[src/rtl/serial_mag_compare_ctrl.sv]
// serial_mag_compare_ctrl
// Consumes one {lt,gt,eq} flag triple per bit, MSB first, from a cascaded
// 1-bit comparator cell and resolves a WIDTH-bit magnitude comparison under
// a start/done handshake. Non-one-hot triples raise a sticky err that
// suppresses the result flags for that comparison.
module serial_mag_compare_ctrl #(
    parameter int WIDTH = 8,
    parameter int CNT_W = 8
) (
    input  logic             clk,
    input  logic             rst,
    input  logic             start,
    input  logic             in_valid,
    input  logic             bit_lt,
    input  logic             bit_gt,
    input  logic             bit_eq,
    output logic             in_ready,
    output logic             busy,
    output logic             done,
    output logic             res_lt,
    output logic             res_gt,
    output logic             res_eq,
    output logic             err,
    output logic [CNT_W-1:0] beat_cnt
);

    typedef enum logic [1:0] {
        S_IDLE    = 2'd0,
        S_COLLECT = 2'd1,
        S_DONE    = 2'd2
    } state_t;

    // Beat count at which the comparison is complete.
    localparam logic [CNT_W-1:0] LP_LAST = CNT_W'(WIDTH);

    state_t           r_state;
    logic             r_in_ready;
    logic             r_busy;
    logic             r_done;
    logic             r_res_lt;
    logic             r_res_gt;
    logic             r_res_eq;
    logic             r_err;
    logic             r_decided;
    logic             r_lt;
    logic             r_gt;
    logic [CNT_W-1:0] r_beat_cnt;

    logic             w_beat;
    logic             w_one_hot;
    logic             w_take_lt;
    logic             w_take_gt;
    logic             w_err_next;
    logic             w_lt_next;
    logic             w_gt_next;
    logic             w_last;
    logic [CNT_W-1:0] w_cnt_inc;

    // Classify the current triple and form the state this beat would produce.
    always_comb begin
        w_beat = in_valid & r_in_ready;
        case ({bit_lt, bit_gt, bit_eq})
            3'b100,
            3'b010,
            3'b001:  w_one_hot = 1'b1;
            default: w_one_hot = 1'b0;
        endcase
        // Only the first non-equal legal bit (MSB first) decides the outcome.
        w_take_lt  = w_one_hot & ~r_decided & bit_lt;
        w_take_gt  = w_one_hot & ~r_decided & bit_gt;
        w_err_next = r_err | ~w_one_hot;
        w_lt_next  = r_lt | w_take_lt;
        w_gt_next  = r_gt | w_take_gt;
        w_cnt_inc  = r_beat_cnt + CNT_W'(1);
        w_last     = (w_cnt_inc == LP_LAST);
    end

    // Control FSM with all handshake and result outputs registered.
    always_ff @(posedge clk) begin
        if (rst) begin
            r_state    <= S_IDLE;
            r_in_ready <= 1'b0;
            r_busy     <= 1'b0;
            r_done     <= 1'b0;
            r_res_lt   <= 1'b0;
            r_res_gt   <= 1'b0;
            r_res_eq   <= 1'b0;
            r_err      <= 1'b0;
            r_decided  <= 1'b0;
            r_lt       <= 1'b0;
            r_gt       <= 1'b0;
            r_beat_cnt <= '0;
        end else begin
            case (r_state)
                S_IDLE: begin
                    r_done <= 1'b0;
                    // A beat presented together with start is not taken:
                    // in_ready is still low in this cycle.
                    if (start) begin
                        r_state    <= S_COLLECT;
                        r_in_ready <= 1'b1;
                        r_busy     <= 1'b1;
                        r_beat_cnt <= '0;
                        r_decided  <= 1'b0;
                        r_lt       <= 1'b0;
                        r_gt       <= 1'b0;
                        r_err      <= 1'b0;
                    end
                end

                S_COLLECT: begin
                    // Beats after the decision are still consumed and checked
                    // so the beat framing stays aligned with the source.
                    if (w_beat) begin
                        r_beat_cnt <= w_cnt_inc;
                        r_err      <= w_err_next;
                        r_lt       <= w_lt_next;
                        r_gt       <= w_gt_next;
                        r_decided  <= r_decided | w_take_lt | w_take_gt;
                        if (w_last) begin
                            r_state    <= S_DONE;
                            r_in_ready <= 1'b0;
                            r_done     <= 1'b1;
                            r_res_lt   <= ~w_err_next & w_lt_next;
                            r_res_gt   <= ~w_err_next & w_gt_next;
                            r_res_eq   <= ~w_err_next & ~w_lt_next & ~w_gt_next;
                        end
                    end
                end

                S_DONE: begin
                    // start is ignored here; it is taken from IDLE next edge.
                    r_state <= S_IDLE;
                    r_done  <= 1'b0;
                    r_busy  <= 1'b0;
                end

                default: begin
                    r_state    <= S_IDLE;
                    r_in_ready <= 1'b0;
                    r_busy     <= 1'b0;
                    r_done     <= 1'b0;
                end
            endcase
        end
    end

    assign in_ready = r_in_ready;
    assign busy     = r_busy;
    assign done     = r_done;
    assign res_lt   = r_res_lt;
    assign res_gt   = r_res_gt;
    assign res_eq   = r_res_eq;
    assign err      = r_err;
    assign beat_cnt = r_beat_cnt;

endmodule

[config.mk]
export PLATFORM = sky130hd
export DESIGN_NAME = serial_mag_compare_ctrl
export DESIGN_NICKNAME = d
export VERILOG_FILES = /design/src/rtl/serial_mag_compare_ctrl.sv
export SDC_FILE = /design/constraint.sdc
export NUM_CORES = 1
export LEC_CHECK = 0
export ABC_AREA = 1
export BUFFER_PORTS_ARGS = -buffer_cell sky130_fd_sc_hd__buf_4
export CAP_MARGIN = 20
export CORE_AREA = 3 3 61 52
export CTS_CLUSTER_DIAMETER = 120
export DETAILED_ROUTE_END_ITERATION = 6
export DIE_AREA = 0 0 64 55
export GPL_TIMING_DRIVEN = 0
export PLACE_DENSITY = 0.59
export RECOVER_POWER = 25
export SLEW_MARGIN = 10
export SYNTH_ARGS = -nofsm -noshare
export SYNTH_HDL_FRONTEND = slang
export SYNTH_SLANG_ARGS = --single-unit
[constraint.sdc]
create_clock -name clk -period 2.97 [get_ports clk]
set_input_delay 0.594 -clock clk [delete_from_list [all_inputs] [get_ports clk]]
set_output_delay 0.594 -clock clk [all_outputs]
set_load 0.01 [all_outputs]
Yosys cells after proc, flatten, opt, wreduce, memory -nomap -nowiden. Cells that the tools add are included.

Register bits after elaboration: 20.

Bitwise operators: 20. Eq/ne operators: 9. Add/sub/neg operators: 1. Multiplexer cells: 22. Reductions and logical operators: 10.

Operators with widths (count): $mux 8 (2); $pmux 8 s2 (1); $pmux 1 s2 (5); $mux 1 (9); $reduce_and 3->1 (3); $add 8x1->8 const B (1); $and 1x1->1 (8); $eq 8x4->1 const B (1); $not 1->1 (7); $mux 2 (3); $ne 2x2->1 const B (3); $or 1x1->1 (5); $pmux 2 s2 (1); $reduce_and 2->1 (2); $reduce_and 4->1 (1); $eq 3x1->1 const B (1); $eq 3x2->1 const B (1); $eq 3x3->1 const B (1); $pmux 1 s3 (1); $reduce_or 3->1 (1); $eq 2x1->1 const B (1); $eq 2x2->1 const B (1); $logic_not 2->1 (1); $reduce_bool 2->1 (1); $reduce_or 2->1 (1).

Longest topological paths before layout.
Depth after elaboration: 9. Gate-level depth with buffers: 11. Gate-level depth less buffers: 11.

Worst setup path before layout. Ideal clock, no wire load.

Path type: register to register. Start: register r_beat_cnt[0], in the netlist beat_cnt[0]. End: register r_res_gt, in the netlist res_gt. Setup time: 0.130 ns. Stages on the path, launching flop included: 11. Slack: 1.358 ns. Arrival: 1.482 ns. Required time: 2.840 ns. Cells stage by stage: dfxtp_1 > ha_1 > nand3_1 > o21ai_1 > nand2_1 > nor2_2 > nand2_2 > nor2_8 > nand2_1 > o21ai_1 > nor2_1.

Word-level cells in the longest chain between the ends: 3.

RTL lines: start, declared (RTL line 47) `logic [CNT_W-1:0] r_beat_cnt;`; start signal, assigned (RTL line 115) `r_beat_cnt <= w_cnt_inc;`; $add 8x1->8 (RTL line 74) `w_cnt_inc = r_beat_cnt + CNT_W'(1);`; $eq 8x4->1 (RTL line 75) `w_last = (w_cnt_inc == LP_LAST);`; $reduce_and 3->1 (no line); end signal, assigned (RTL line 125) `r_res_gt <= ~w_err_next & w_gt_next;`; end, declared (RTL line 41) `logic r_res_gt;`.

No other way between the ends. A chain may end at the register's enable or synchronous reset.

Final worst setup path.
Start: register r_in_ready, in the netlist in_ready. End: register r_res_lt, in the netlist res_lt.

Word-level cells in the longest chain between the ends: 2.

RTL lines: start, declared (RTL line 37) `logic r_in_ready;`; start signal, assigned (RTL line 82) `r_in_ready <= 1'b0;`; start signal, assigned (RTL line 101) `r_in_ready <= 1'b1;`; start signal, assigned (RTL line 122) `r_in_ready <= 1'b0;`; $and 1x1->1 (RTL line 61) `w_beat = in_valid & r_in_ready;`; $reduce_and 3->1 (no line); end signal, assigned (RTL line 124) `r_res_lt <= ~w_err_next & w_lt_next;`; end, declared (RTL line 40) `logic r_res_lt;`.

No other way between the ends.

==> metrics.txt <==
status=completed; mux cell area share after synthesis=0%; Initial Util=38.21%; Comb pwr share=13.7%; final setup vio count=0; CTS Buffer Depth=2; total grt overflow=0; Num CTS Buffers=3; Fin. Hold Viols=0; Synth Warn #=0; syn nets=153; Tot GR Track Use=14.56%; Power Density=417.8 nW/um2; switching share of power=26.41%; clock sink count=20; DRC errors left=0; Die Height=55 um; post-synthesis area per instance=7.007 um2; DRT iter0 DRCs=34; CTS tree=done; Hold WC Path Type=reg -> reg; hold buffers post-CTS=0; Cells after Synth=145; Final Max Tran Viols=0; Slew HR=33.17%; Fin Hold WS=457.6 ps; compound-gate portion of the synthesized area=15.02%; WS Path Type=reg -> reg; Fin Setup TNS=0 ps; Worst Tran Pin Value=994.7 ps; Detail Placement HPWL=1769 um; pin count of the biggest net entering global routing=12; number of top-level pins=22; Reg power frac=55.5%; detailed-route wire length=2300 um; post-synth top area share=39.41%; P&R area growth vs syn=20.20%; Synth Area in Adders=1.232%; initial antenna violation count=0; cell taking the most area after synthesis=dfxtp_1; CP delay by family, top=simple AND/OR/NAND/NOR gates; H-tree levels=1; Fill cells=291; P_int=0.3755 mW; antenna cells=0; Mapped Area=1016 um2; detailed-route wire length per cell=11.06 um; Vias/cell=4.721; worst skew pair latency=300 ps; layout cell share with drive strength beyond 1=19.41%; vias=982; worst stage delay on the critical path=770 ps; f_max=462.3 MHz; Yosys cell types=24; IO Port Bufs=21; Clock Skew=5.618 ps; nets=179; GPL Wtd Cong=0.7132; CP endpoint kind=register; RSZ-0062 raised after global routing=no; clock power share=30.8%; Die Wd=64 um; CTS clk-pin slew, worst paths=110 ps; cells along the critical path=nand2_1 > nor3_1 > inv_1 > nor2_8 > nand2_1 > o21ai_1 > nor2_1; CTS Root Cell=clkbuf_4; Synth Register Bits=20; post-CTS setup buffer count=0; Final period util=72.84%; CP dominant cell by count=nand2_1; sequential area share after synthesis=39.41%; Buf/Inv on CP=1; Net Sw Power=0.1348 mW; number of global-route vias before repair=935; Routed Antenna Nets=0; min cycle time layout=2163 ps; first-pass GRT wire length=3988 um; Max Cap Viol=0; worst vdd ir=0.0002393 V; LEAKAGE=0.5328 nW; DRT Pass-1 Iters=4; critical path fanouts, max=8; simple-gate area share of the yosys netlist=35.47%; largest family of logic cells by synthesized area=simple AND/OR/NAND/NOR gates; ranking of synthesized cells by area=dfxtp_1 (39%), nand2_1 (14%), inv_1 (7.8%), a21oi_1 (6.4%), nor2_1 (4.1%); Arr. time, crit path=2340 ps; die area=3520 um2; # rows=17; Worst path slowest cell=nor3_1; PostCTS Resize Cnt=0; WP data required=3150 ps; Critical Path Start Type=register; area of the core=2659 um2; Post-Synth XOR/XNOR Area=0%
-- logic make-up after synthesis --
| family | Yosys count |
|---|---|
| AND/OR/NAND/NOR | 74 |
| AO/OA/AOI/OAI | 26 |
| buffers and inverters | 24 |
| flip-flops | 20 |
| adder cells (fa/ha/maj) | 1 |
-- state kept, by name, summed over array words and instances, names as in the netlist --
name and count:
res_eq 1, res_lt 1, busy 1, r_gt 1
beat_cnt 8, done 1, r_lt 1, in_ready 1
r_decided 1, res_gt 1, err 1, r_state 2
-- final timing paths --
path                                       startpoint                   to  slack, ps  depth (start not counted)
worst max-delay path            in_ready$_SDFFE_PP0P_  res_lt$_SDFFE_PP0P_        810                          7
worst max register to register  in_ready$_SDFFE_PP0P_  res_lt$_SDFFE_PP0P_        810                          7
worst min-delay path                busy$_SDFFE_PP0P_    busy$_SDFFE_PP0P_        460                          2
worst min register to register      busy$_SDFFE_PP0P_    busy$_SDFFE_PP0P_        460                          2
-- cell usage after synthesis --
library cell,count
o21ai_1,3
nor2_8,1
o211ai_1,1
ha_1,1
o21ai_2,1
a21oi_2,3
nor2_2,4
dfxtp_1,20
nand2_1,39
nand3_2,2
nor3_4,1
inv_2,2
o21ai_0,3
a21oi_1,13
nor2_1,11
clkbuf_1,1
nand3_1,6
or2_0,1
nand3b_1,1
nand4_1,4
nor3_1,2
nand2_2,2
a211oi_1,2
inv_1,21
-- tightest hold or removal path, stage by stage, from the launching register on --
cell     delay (ps)
dfxtp_1         320
inv_1            50
a21oi_1          50
-- per-layer routing --
| layer | share of wire [%] | up-vias | global-route usage, % |
|---|---|---|---|
| met3 | 4.2 | 4 | 4.444 |
| met1 | 49 | 447 | 17.82 |
| met2 | 46 | 16 | 25.21 |
| met4 | 0.74 | 0 | 3.943 |
| met5 | 0 | - | 0 |
| li1 | - | 515 | - |
-- per-stage QoR --
stage	power, mW	area, um2	setup slack (ps)	util [%]	cells
after floorplan	0.3363	1016	1358	-	145
after global placement	0.3622	1221	1040	45.93	204
after detailed placement	0.3644	1221	1038	45.93	204
after CTS	0.5234	1257	1162	47.29	208
after global routing	0.5407	1221	579.8	45.93	208
final	0.5102	1221	806.7	45.93	208
-- final cells by class --
cell class	instances	area (um2)	area share, %
buffer	1	3.754	0.3074
clock buffer	4	36.28	2.971
inverter	23	86.33	7.070
multi-input combinational	101	511.7	41.91
sequential	20	400.4	32.79
tap	38	47.55	3.893
timing repair buffer	21	135.1	11.07
-- power groups by stage --
| stage | clock network, mW | logic [mW] | registers [mW] |
|---|---|---|---|
| 2_1_floorplan | 0 | 0.0450 | 0.291 |
| 3_3_place_gp | 0 | 0.0727 | 0.290 |
| 4_1_cts | 0.165 | 0.0749 | 0.284 |
| 5_1_grt | 0.176 | 0.0793 | 0.285 |
| 3_5_place_dp | 0 | 0.0744 | 0.290 |
| 6_report | 0.157 | 0.0697 | 0.283 |
-- placed cells by master, fill, tap and decap left out, types with 2 or more instances in the layout --
cell type,count
nand2_2,2
o21ai_0,3
clkbuf_4,3
nand4_1,4
clkbuf_1,7
nand3_1,6
nand3_2,2
nor2_2,3
nor2_1,12
a21oi_1,13
inv_1,21
a21oi_2,3
nor3_1,3
buf_4,15
o21ai_1,3
a211oi_1,2
dfxtp_1,20
inv_2,2
nand2_1,39
(Power assumes the default switching activity.)
